==> src/rtl/add_seq_ctrl.sv <==
// Multi-precision add/subtract sequencer: streams two NWORDS-byte operands through one
// shared 8-bit adder, LSB byte first, chaining the carry through a register.

module add_8bit (
  input  logic [7:0] a,
  input  logic [7:0] b,
  input  logic       cin,
  output logic [7:0] s,
  output logic       cout
);
  assign {cout, s} = {1'b0, a} + {1'b0, b} + {8'b0, cin};
endmodule

module add_seq_ctrl #(
  parameter int unsigned NWORDS = 4
) (
  input  logic                clk,
  input  logic                rst_n,
  input  logic                start,
  input  logic                sub,
  input  logic [8*NWORDS-1:0] op_a,
  input  logic [8*NWORDS-1:0] op_b,
  output logic                busy,
  output logic                done,
  output logic [8*NWORDS-1:0] result,
  output logic                cout,
  output logic                ovf
);

  localparam int unsigned IW = (NWORDS > 1) ? $clog2(NWORDS) : 1;
  localparam logic [IW-1:0] LastIdx = IW'(NWORDS - 1);

  typedef enum logic [1:0] {StIdle, StRun, StDone} state_e;

  state_e                 state_q;
  logic [NWORDS-1:0][7:0] a_q;
  logic [NWORDS-1:0][7:0] b_q;  // already inverted for subtraction
  logic [NWORDS-1:0][7:0] res_q;
  logic [IW-1:0]          idx_q;
  logic                   carry_q;

  logic [7:0] add_a;
  logic [7:0] add_b;
  logic [7:0] add_s;
  logic       add_co;

  assign add_a  = a_q[idx_q];
  assign add_b  = b_q[idx_q];
  assign result = res_q;

  add_8bit u_add (
    .a    (add_a),
    .b    (add_b),
    .cin  (carry_q),
    .s    (add_s),
    .cout (add_co)
  );

  always_ff @(posedge clk or negedge rst_n) begin
    if (!rst_n) begin
      state_q <= StIdle;
      a_q     <= '0;
      b_q     <= '0;
      res_q   <= '0;
      idx_q   <= '0;
      carry_q <= 1'b0;
      busy    <= 1'b0;
      done    <= 1'b0;
      cout    <= 1'b0;
      ovf     <= 1'b0;
    end else begin
      unique case (state_q)
        StIdle: begin
          done <= 1'b0;
          if (start) begin
            a_q     <= op_a;
            b_q     <= sub ? ~op_b : op_b;
            // Subtraction is A + ~B + 1: the +1 enters as the initial carry.
            carry_q <= sub;
            idx_q   <= '0;
            busy    <= 1'b1;
            state_q <= StRun;
          end
        end
        StRun: begin
          res_q[idx_q] <= add_s;
          carry_q      <= add_co;
          if (idx_q == LastIdx) begin
            cout    <= add_co;
            ovf     <= (add_a[7] ~^ add_b[7]) & (add_s[7] ^ add_a[7]);
            busy    <= 1'b0;
            done    <= 1'b1;
            state_q <= StDone;
          end else begin
            idx_q <= idx_q + 1'b1;
          end
        end
        StDone: begin
          done    <= 1'b0;
          state_q <= StIdle;
        end
        default: begin
          busy    <= 1'b0;
          done    <= 1'b0;
          state_q <= StIdle;
        end
      endcase
    end
  end

endmodule
==> config.mk <==
export PLATFORM = sky130hd
export DESIGN_NAME = add_seq_ctrl
export DESIGN_NICKNAME = d
export VERILOG_FILES = /design/src/rtl/add_seq_ctrl.sv
export SDC_FILE = /design/constraint.sdc
export NUM_CORES = 1
export LEC_CHECK = 0
export CORE_MARGIN = 8
export CORE_UTILIZATION = 46
export DETAILED_ROUTE_END_ITERATION = 16
export GPL_TIMING_DRIVEN = 0
export PLACE_DENSITY = 0.86
export SETUP_SLACK_MARGIN = 0.15
export SLEW_MARGIN = 20
export SYNTH_ARGS = -nofsm -noshare
export SYNTH_HDL_FRONTEND = slang
export SYNTH_SLANG_ARGS = --single-unit
==> constraint.sdc <==
create_clock -name clk -period 2.5 [get_ports clk]
set_input_delay 0.75 -clock clk [delete_from_list [all_inputs] [get_ports clk]]
set_output_delay 0.75 -clock clk [all_outputs]
set_load 0.05 [all_outputs]
==> results of run 1 <==
==> state kept, by name (all words and copies together) (netlist names) <==
| register | flops |
|---|---|
| cout | 1 |
| ovf | 1 |
| state_q | 2 |
| result | 32 |
| done | 1 |
| carry_q | 1 |
| a_q | 32 |
| busy | 1 |
| b_q | 32 |
| idx_q | 2 |
==> cells by family (layout without fill, tap and decap cells) <==
logic type / after synthesis / after routing / share of synthesized area [%]
flops: 105 / 105 / 52.1
simple gates: 83 / 83 / 6.85
compound gates: 81 / 81 / 8.91
mux: 57 / 57 / 18.7
xor+xnor: 37 / 37 / 6.43
buf+inv: 32 / 161 / 3.52
fa+ha+maj: 13 / 13 / 3.52
==> metal layers <==
metal  vias up  global-route usage, %  share of wire [%]
met5         -                      0                  0
li1       1656                      -                  -
met3        16                   3.87                5.1
met1      1819                   20.6                 42
met4         0                   4.61                1.3
met2       111                   30.6                 52
==> layout make-up <==
cell class,instances,area [um2],area share [%]
Buffer,23,183,2.68
Clock buffer,9,124,1.82
Clock inverter,7,85.1,1.25
Inverter,9,33.8,0.496
Multi-Input combinational cell,271,2420,35.4
Sequential cell,105,2630,38.6
Tap cell,140,175,2.57
Timing Repair Buffer,113,1170,17.2
==> worst min path at each step <==
stage                    start  slack [ns]         end
global placement    result[18]        0.46  result[18]
global route             rst_n        0.34  result[10]
CTS                      rst_n        0.33  result[15]
detailed placement        done        0.47        done
floorplan                rst_n        0.45      a_q[0]
finish                   rst_n        0.31  result[10]
==> worst max-delay path: stages (launching register included) <==
cell and delay [ns]:
dfrtp_2 0.41, buf_12 0.13, mux4_2 0.56, fa_2 0.39, inv_2 0.07, fa_2 0.22
nor2b_2 0.06, o31a_1 0.28, o21ai_2 0.16, nor3b_4 0.31, o31ai_1 0.12
==> through the flow <==
stage               TNS, ns  setup WS [ns]  instances
floorplan            -0.971         -0.155        408
global placement    -319.97          -2.96        650
detailed placement   -13.13         -0.681        651
CTS                   -3.22         -0.266        672
global route          -4.31         -0.442        677
finish                -2.94         -0.354        677
==> cell usage after synthesis <==
master,n,area share (%)
buf_4,3,0.45
nor3_1,1,0.099
inv_1,9,0.67
a31o_2,1,0.17
buf_2,7,0.69
nor2b_1,3,0.37
nand4_1,1,0.12
a21oi_1,39,3.9
mux2_4,32,9.5
o21ai_1,2,0.20
clkbuf_1,8,0.60
o31a_1,1,0.17
a21o_1,3,0.45
o21ai_0,25,2.5
nand3_1,1,0.099
o21a_1,2,0.30
nor3b_2,1,0.25
o31ai_1,5,0.74
mux4_2,16,7.1
fa_1,2,0.79
a21boi_1,1,0.15
a31oi_1,1,0.12
buf_6,5,1.1
nor2_2,1,0.12
a211oi_2,1,0.25
nor2_1,38,2.8
ha_1,11,2.7
xor2_1,3,0.52
nor2b_2,1,0.17
xnor2_1,34,5.9
dfrtp_1,105,52
mux2_2,9,2.0
and2_1,2,0.25
nand2_1,34,2.5
==> timing repair <==
item,in CTS,in global routing
pin swaps,8,11
buffers inserted,5,5
setup endpoints to repair,32,44
resized for setup,22,48
==> flow_metrics.tcl, run 1 <==
set metrics [dict create \
    status "finished with violations" \
    violations "setup timing" \
    r2r_cells 10 \
    fin_worst_skew_ns 0.0133 \
    fin_area_mm2 0.00682 \
    cp-endpoint "result[30]" \
    start_util_pct 46.7 \
    first_iter_violations 276 \
    synth-warning-count 0 \
    ios 104 \
    htreeDepth 3 \
    post_drt_wl_per_cell_um 19.0 \
    vias 3602 \
    grt_overflow 0 \
    hp-class "in -> async" \
    grt_pass1_vias 3964 \
    grt_use_total_pct 17.3 \
    cp-startpoint "idx_q[0]" \
    grt_pass1_wl_mm 20.0 \
    area_delta_synth_final_pct 35.2 \
    crit_type "reg -> reg" \
    rows 38 \
    io_buffers 102 \
    worstMarginPinSlew_ns 0.524 \
    final_cell_mix "dfrtp_1 (104), clkdlybuf4s50_1 (85), nor2_1 (38), a21oi_1 (36), mux2_4 (36)" \
    synth_area_mm2 0.00504 \
    ctsLongestPathBuffers 2 \
    fmax_mhz 350 \
    syn_inst 408 \
    cap_violations 0 \
    cp_max_fo 5 \
    cts_hold_buf 0 \
    grt_max_degree 55 \
    synth.ff_latch_count 105 \
    antenna_found_initial 0 \
    n_antenna_cell 0 \
    min_period_over_period_pct 114 \
    detail_route.first_pass.iterations 4 \
    critPathCaptureType "register" \
    ys_seq_area_share_pct 52.1 \
    synth_fp_nets 489 \
    core-area_mm2 0.0108 \
    ys_types 34 \
    regToRegSetupSlack_ns -0.35 \
    hpwl_mm 9.36 \
    wl_mm 12.9 \
    path_clk_slew_ns 0.11 \
    numCtsBuffers 9 \
    rsz0062_at_grt "true" \
    nFillCells 806 \
    finalHoldViolCount 0 \
    finish.utilization_pct 63.2 \
    cp.required_ns 2.75 \
    drv_slew 0 \
    clock_latency_ns 0.37 \
    hold-worst-slack_ns 0.311 \
    fp.dieW_um 121 \
    worstReg2RegStart "idx_q[0]" \
    place_area_mm2 0.00628 \
    cts_sinks 105 \
    mostFrequentLayoutCell "dfrtp_1" \
    post-route-min-period_ns 2.85 \
    cts_tree "built" \
    rr_endpoint "result[30]" \
    max_slew_margin_pct 64.9 \
    worstPathArrival_ns 3.10 \
    setup_violations 16 \
    synth.avg_cell_area_um2 12.4 \
    critPathLaunchType "register" \
    fin_ws_ns -0.354 \
    ant_nets 0 \
    die_h_um 121 \
    layout-drive-gt1-share_pct 24.0 \
    place_congestion 0.817 \
    drc 0 \
    dieArea_mm2 0.0146 \
    via_per_inst 5.32 \
    root_buffer "clkbuf_8" \
    nNetsFinal 613 \
]
Power of run 1 is left out: the tool's default activity adds up to more than one toggle a clock period on the data nets, which glitch-free logic cannot reach.
==> run 2: changes to the inputs <==
- clock period: 2.5 -> 2.6 ns (I/O delays scaled with it)
==> run 2 against run 1 <==
- the flow still finishes with violations (setup timing)
- global-route usage is 0.094 points lower
- design area is 0.53% lower
- via count is 1.0% higher
- sequential share of layout area is 0.21 points higher
- highest routed layer unchanged
==> flow_metrics.tcl, run 2 (synthesis results as in run 1) <==
set metrics [dict create \
    status "finished with violations" \
    violations "setup timing" \
    htreeDepth 3 \
    root_buffer "clkbuf_8" \
    fin_ws_ns -0.251 \
    worstMarginPinSlew_ns 0.524 \
    die_h_um 121 \
    ios 104 \
    grt_pass1_vias 3866 \
    grt_pass1_wl_mm 20.0 \
    core-area_mm2 0.0108 \
    cp_max_fo 5 \
    ctsLongestPathBuffers 2 \
    fp.dieW_um 121 \
    worstPathArrival_ns 3.10 \
    hold-worst-slack_ns 0.336 \
    vias 3638 \
    first_iter_violations 263 \
    fin_worst_skew_ns 0.0100 \
    numCtsBuffers 9 \
    cts_hold_buf 0 \
    critPathLaunchType "register" \
    critPathCaptureType "register" \
    place_congestion 0.820 \
    via_per_inst 5.37 \
    rows 38 \
    clock_latency_ns 0.38 \
    path_cells "buf_12 -> mux4_2 -> fa_2 -> inv_2 -> fa_2 -> nor2b_2 -> o31a_1 -> o21ai_2 -> nor3b_4 -> o31ai_1" \
    grt_use_total_pct 17.2 \
    cap_violations 0 \
    post_drt_wl_per_cell_um 19.0 \
    slowest_delay_ns 0.54 \
    drv_slew 0 \
    cts_tree "built" \
    crit_slowest_cell "mux4_2" \
    max_slew_margin_pct 65.0 \
    crit_type "reg -> reg" \
    ant_nets 0 \
    grt_overflow 0 \
    critPathMostFrequentCell "fa_2" \
    fmax_mhz 351 \
    post-route-min-period_ns 2.85 \
    nFillCells 777 \
    detail_route.first_pass.iterations 5 \
    grt_max_degree 58 \
    path_delay_family "adder cells" \
    regToRegSetupSlack_ns -0.25 \
    min_period_over_period_pct 110 \
    n_antenna_cell 0 \
    start_util_pct 46.7 \
    cp.required_ns 2.85 \
    path_buf_inv 2 \
    nNetsFinal 614 \
    final_cell_mix "dfrtp_1 (104), clkdlybuf4s50_1 (101), nor2_1 (37), a21oi_1 (36), mux2_4 (36)" \
    layout-drive-gt1-share_pct 24.3 \
    mostFrequentLayoutCell "dfrtp_1" \
    cts_sinks 105 \
    io_buffers 102 \
    area_delta_synth_final_pct 34.5 \
    hp-class "in -> async" \
    drc 0 \
    finalHoldViolCount 0 \
    path_clk_slew_ns 0.10 \
    setup_violations 19 \
    hpwl_mm 9.14 \
    rsz0062_at_grt "true" \
    wl_mm 12.9 \
    dieArea_mm2 0.0146 \
    antenna_found_initial 0 \
]
-- run 2: timing repair --
item	in CTS	in global routing
gates resized for setup	21	29
buffers inserted	5	6
pin swaps	8	14
endpoints found under the setup margin	31	26
-- run 2: cell type report --
| type | instances | area [um2] | share of cell area (%) |
|---|---|---|---|
| buffer | 23 | 179 | 2.64 |
| clock buffer | 9 | 124 | 1.83 |
| clock inverter | 7 | 78.8 | 1.16 |
| inverter | 9 | 33.8 | 0.498 |
| multi-input combinational | 271 | 2430 | 35.8 |
| sequential | 105 | 2630 | 38.8 |
| tap | 140 | 175 | 2.58 |
| timing repair buffer | 114 | 1140 | 16.8 |
-- run 2: routing by layer --
layer	up-vias	share of wire, %	global-route usage, %
li1	1650	-	-
met1	1815	41	21.0
met2	143	50	28.7
met3	30	6.3	4.62
met4	0	2.9	6.01
met5	-	0	0
-- run 2: path summary, 6_finish.rpt --
| path | cells after the start | to | start |
|---|---|---|---|
| worst max-delay path | 10 | result[30] | idx_q[0] |
| worst min register to register | 2 | result[19] | result[19] |
| worst min-delay path | 1 | a_q[9] | rst_n |
| min in group clk | 2 | result[19] | result[19] |
| worst max register to register | 10 | result[30] | idx_q[0] |
| max in group asynchronous | 2 | idx_q[0] | rst_n |
-- run 2: stage by stage --
stage	area [um2]	std cells	utilization [%]	worst slack (ns)	setup TNS [ns]
after floorplan	5060	408	-	-0.0551	-0.218
after global placement	6250	650	58.0	-2.89	-310.63
after detailed placement	6280	651	58.2	-0.558	-9.16
after CTS	6610	672	61.3	-0.151	-0.875
after global routing	6780	678	62.8	-0.355	-4.36
final	6780	678	62.8	-0.251	-2.81
Power of run 2 is left out for the same reason.
==> run 3: changes to the inputs <==
- ABC_AREA: default -> 1
- CORE_MARGIN: 8 -> default
- CORE_UTILIZATION: 46 -> 47
- PLACE_DENSITY: 0.86 -> 0.87
==> run 3 against run 2 <==
- the flow now finishes without violations
- critical path depth is 3 higher
- setup slack improved by 0.40 ns
- global-route usage rose by 7.0 points
- count of clock-buffer cells in the layout is 1 higher
- synthesized cell count rose by 50%
- maximum frequency increased by 16%
- die area decreased by 22%
- sequential share of layout area is essentially flat
- synthesized area rose by 2.0%
- non-clock buffer count rose by 11
- sequential cell count is the same
- register-to-register slack improved by 0.40 ns
==> flow_metrics.tcl, run 3 <==
set metrics [dict create \
    setup_violations 0 \
    worstReg2RegStart "idx_q[0]" \
    mostFrequentLayoutCell "nand2_1" \
    synth.ff_latch_count 105 \
    htreeDepth 3 \
    wl_mm 13.5 \
    final_cell_mix "nand2_1 (235), dfrtp_1 (103), clkdlybuf4s50_1 (101), o21ai_0 (63)" \
    start_util_pct 49.2 \
    fp.dieW_um 107 \
    yosysMostFrequentCell "nand2_1" \
    rows 37 \
    post_drt_wl_per_cell_um 15.4 \
    finalHoldViolCount 0 \
    ios 104 \
    final-instance-count-excl-fill 880 \
    cts_hold_buf 0 \
    grt_max_degree 66 \
    fmax_mhz 408 \
    critPathCaptureType "register" \
    ir_drop_mv 0.922 \
    drc 0 \
    leakage_nw 3.29 \
    area_delta_synth_final_pct 31.9 \
    crit_slowest_cell "dfrtp_2" \
    place_congestion 0.887 \
    finish.utilization_pct 64.9 \
    core-area_mm2 0.0105 \
    die_h_um 107 \
    min_period_over_period_pct 94.3 \
    cts_tree "built" \
    layout-drive-gt1-share_pct 12.6 \
    synth_edf_count 0 \
    power.density_mw_per_mm2 1530 \
    rsz0062_at_grt "true" \
    path_cells "clkinv_4 -> buf_6 -> o21ai_2 -> o22ai_2 -> fa_2 -> inv_2 -> fa_2 -> inv_1 -> nand2_1 -> nand3_2 -> or2_4 -> nand3_1 -> nand2_1" \
    nNetsFinal 820 \
    nFillCells 856 \
    yosysTopAreaCell "dfrtp_1" \
    worstPathArrival_ns 2.72 \
    via_per_inst 5.28 \
    root_buffer "clkbuf_8" \
    post-route-min-period_ns 2.45 \
    detail_route.first_pass.iterations 5 \
    dieArea_mm2 0.0114 \
    synth.avg_cell_area_um2 8.43 \
    status "complete, no violations" \
    yosysTopAreaCellShare_pct 51.1 \
    critPathLaunchType "register" \
    fin_tns_setup_ns 0 \
    synth_common_cells "nand2_1 (236), dfrtp_1 (105), o21ai_0 (67), nor2_1 (33), xnor2_1 (33)" \
    vias 4646 \
    grt_use_total_pct 24.2 \
    dpl_worst_slack_ns -0.105 \
    async_flop_share_pct 100 \
    fin_worst_skew_ns 0.0109 \
    ys_types 32 \
    syn_inst 610 \
    cts_sinks 105 \
    cp-startpoint "idx_q[0]" \
    cp_max_fo 10 \
    first_iter_violations 287 \
    drv_slew 0 \
    clock_latency_ns 0.37 \
    ctsLongestPathBuffers 2 \
    place_inst 849 \
    worstMarginPinSlew_ns 0.513 \
    synth_fp_nets 691 \
    synth_area_leaders "dfrtp_1 (51%), nand2_1 (17%), o21ai_0 (6.5%)" \
    cap_violations 0 \
    fin_ws_ns 0.149 \
    hpwl_mm 9.80 \
    ant_nets 0 \
    max_slew_margin_pct 65.7 \
    path_clk_slew_ns 0.10 \
    slowest_delay_ns 0.49 \
    synth-warning-count 0 \
    ys.flop_type "dfrtp_1" \
    crit_type "reg -> reg" \
    antenna_found_initial 0 \
    synth_area_mm2 0.00514 \
    ys_seq_area_share_pct 51.1 \
    n_antenna_cell 0 \
    cp.required_ns 2.87 \
    hp-class "in -> async" \
    io_buffers 102 \
    grt_pass1_wl_mm 21.2 \
    grt_pass1_vias 4548 \
    numCtsBuffers 9 \
    grt_overflow 0 \
]
-- run 3: cell types whose count changed after synthesis, moves of 7 or more --
cell	before	now
inv_1	9	20
mux2_2	9	0
o22ai_1	0	14
inv_2	0	7
mux4_2	16	0
nand2_1	34	236
nand3_1	1	32
o21ai_0	25	67
mux2_4	32	0
a21oi_1	39	4
buf_2	7	15
-- run 3: final timing paths --
path,end,slack (ns),depth (start not counted)
max,result[20],0.15,13
min,result[8],0.30,1
max reg2reg,result[20],0.15,13
min reg2reg,a_q[19],0.48,2
max in group asynchronous,b_q[29],1.68,2
min in group clk,a_q[19],0.48,2
-- run 3: per-stage QoR --
step / instance area (um2) / total power [mW] / hold slack [ns]
after floorplan: 5140 / 6.91 / 0.444
after global placement: 6330 / 8.46 / 0.457
after detailed placement: 6360 / 8.68 / 0.462
after CTS: 6610 / 9.88 / 0.305
after global routing: 6790 / 11.2 / 0.315
final: 6790 / 10.4 / 0.298
-- run 3: cell type report --
| class | instances | area [um2] | area share [%] |
|---|---|---|---|
| flip-flops and latches | 105 | 2630 | 38.8 |
| multi-input cells | 447 | 2270 | 33.5 |
| repair buffers | 119 | 1170 | 17.2 |
| plain buffers | 29 | 216 | 3.19 |
| well taps | 136 | 170 | 2.51 |
| clock buffers | 10 | 128 | 1.88 |
| inverters | 28 | 110 | 1.62 |
| clock inverters | 6 | 90.1 | 1.33 |
-- run 3: layer usage --
layer  vias up  track usage, %  wire length (um)
met5         -               0                 0
li1       2204               -                 -
met1      2192            28.4              5560
met3        37            4.62               807
met4         0            9.78               402
met2       213            43.3              6770
-- run 3: timing repair --
| item | 4_1_cts | 5_1_grt |
|---|---|---|
| endpoints found under the setup margin | 25 | 26 |
| gates resized for setup | 11 | 27 |
| buffers inserted | 1 | 14 |
| pin swaps | 0 | 6 |
| cloned | 0 | 1 |
-- run 3: kinds of logic (layout without fill, tap and decap cells) --
logic type | Yosys count | count (layout) | synth area share [%]
and+or+nand+nor | 309 | 309 | 24.2
DFF | 105 | 105 | 51.1
AOI/OAI and AO/OA | 92 | 92 | 9.98
buffers and inverters | 58 | 192 | 5.67
xor gates and xnor gates | 33 | 33 | 5.62
adders and majority gates | 13 | 13 | 3.45
-- run 3: critical path, delay by kind of cell, from the launching register on --
kind                     cells  cell delay, ns
AO/OA/AOI/OAI                2            0.25
adder cells (fa/ha/maj)      2            0.64
buffers and inverters        4            0.41
flip-flops                   1            0.49
AND/OR/NAND/NOR              5            0.54
-- run 3: where the power goes --
part	total, mW	internal (mW)	switching [mW]
sequential	2.91	2.42	0.490
combinational	6.40	2.33	4.06
clock	1.11	0.546	0.559
Power figures use the tool's default switching activity.
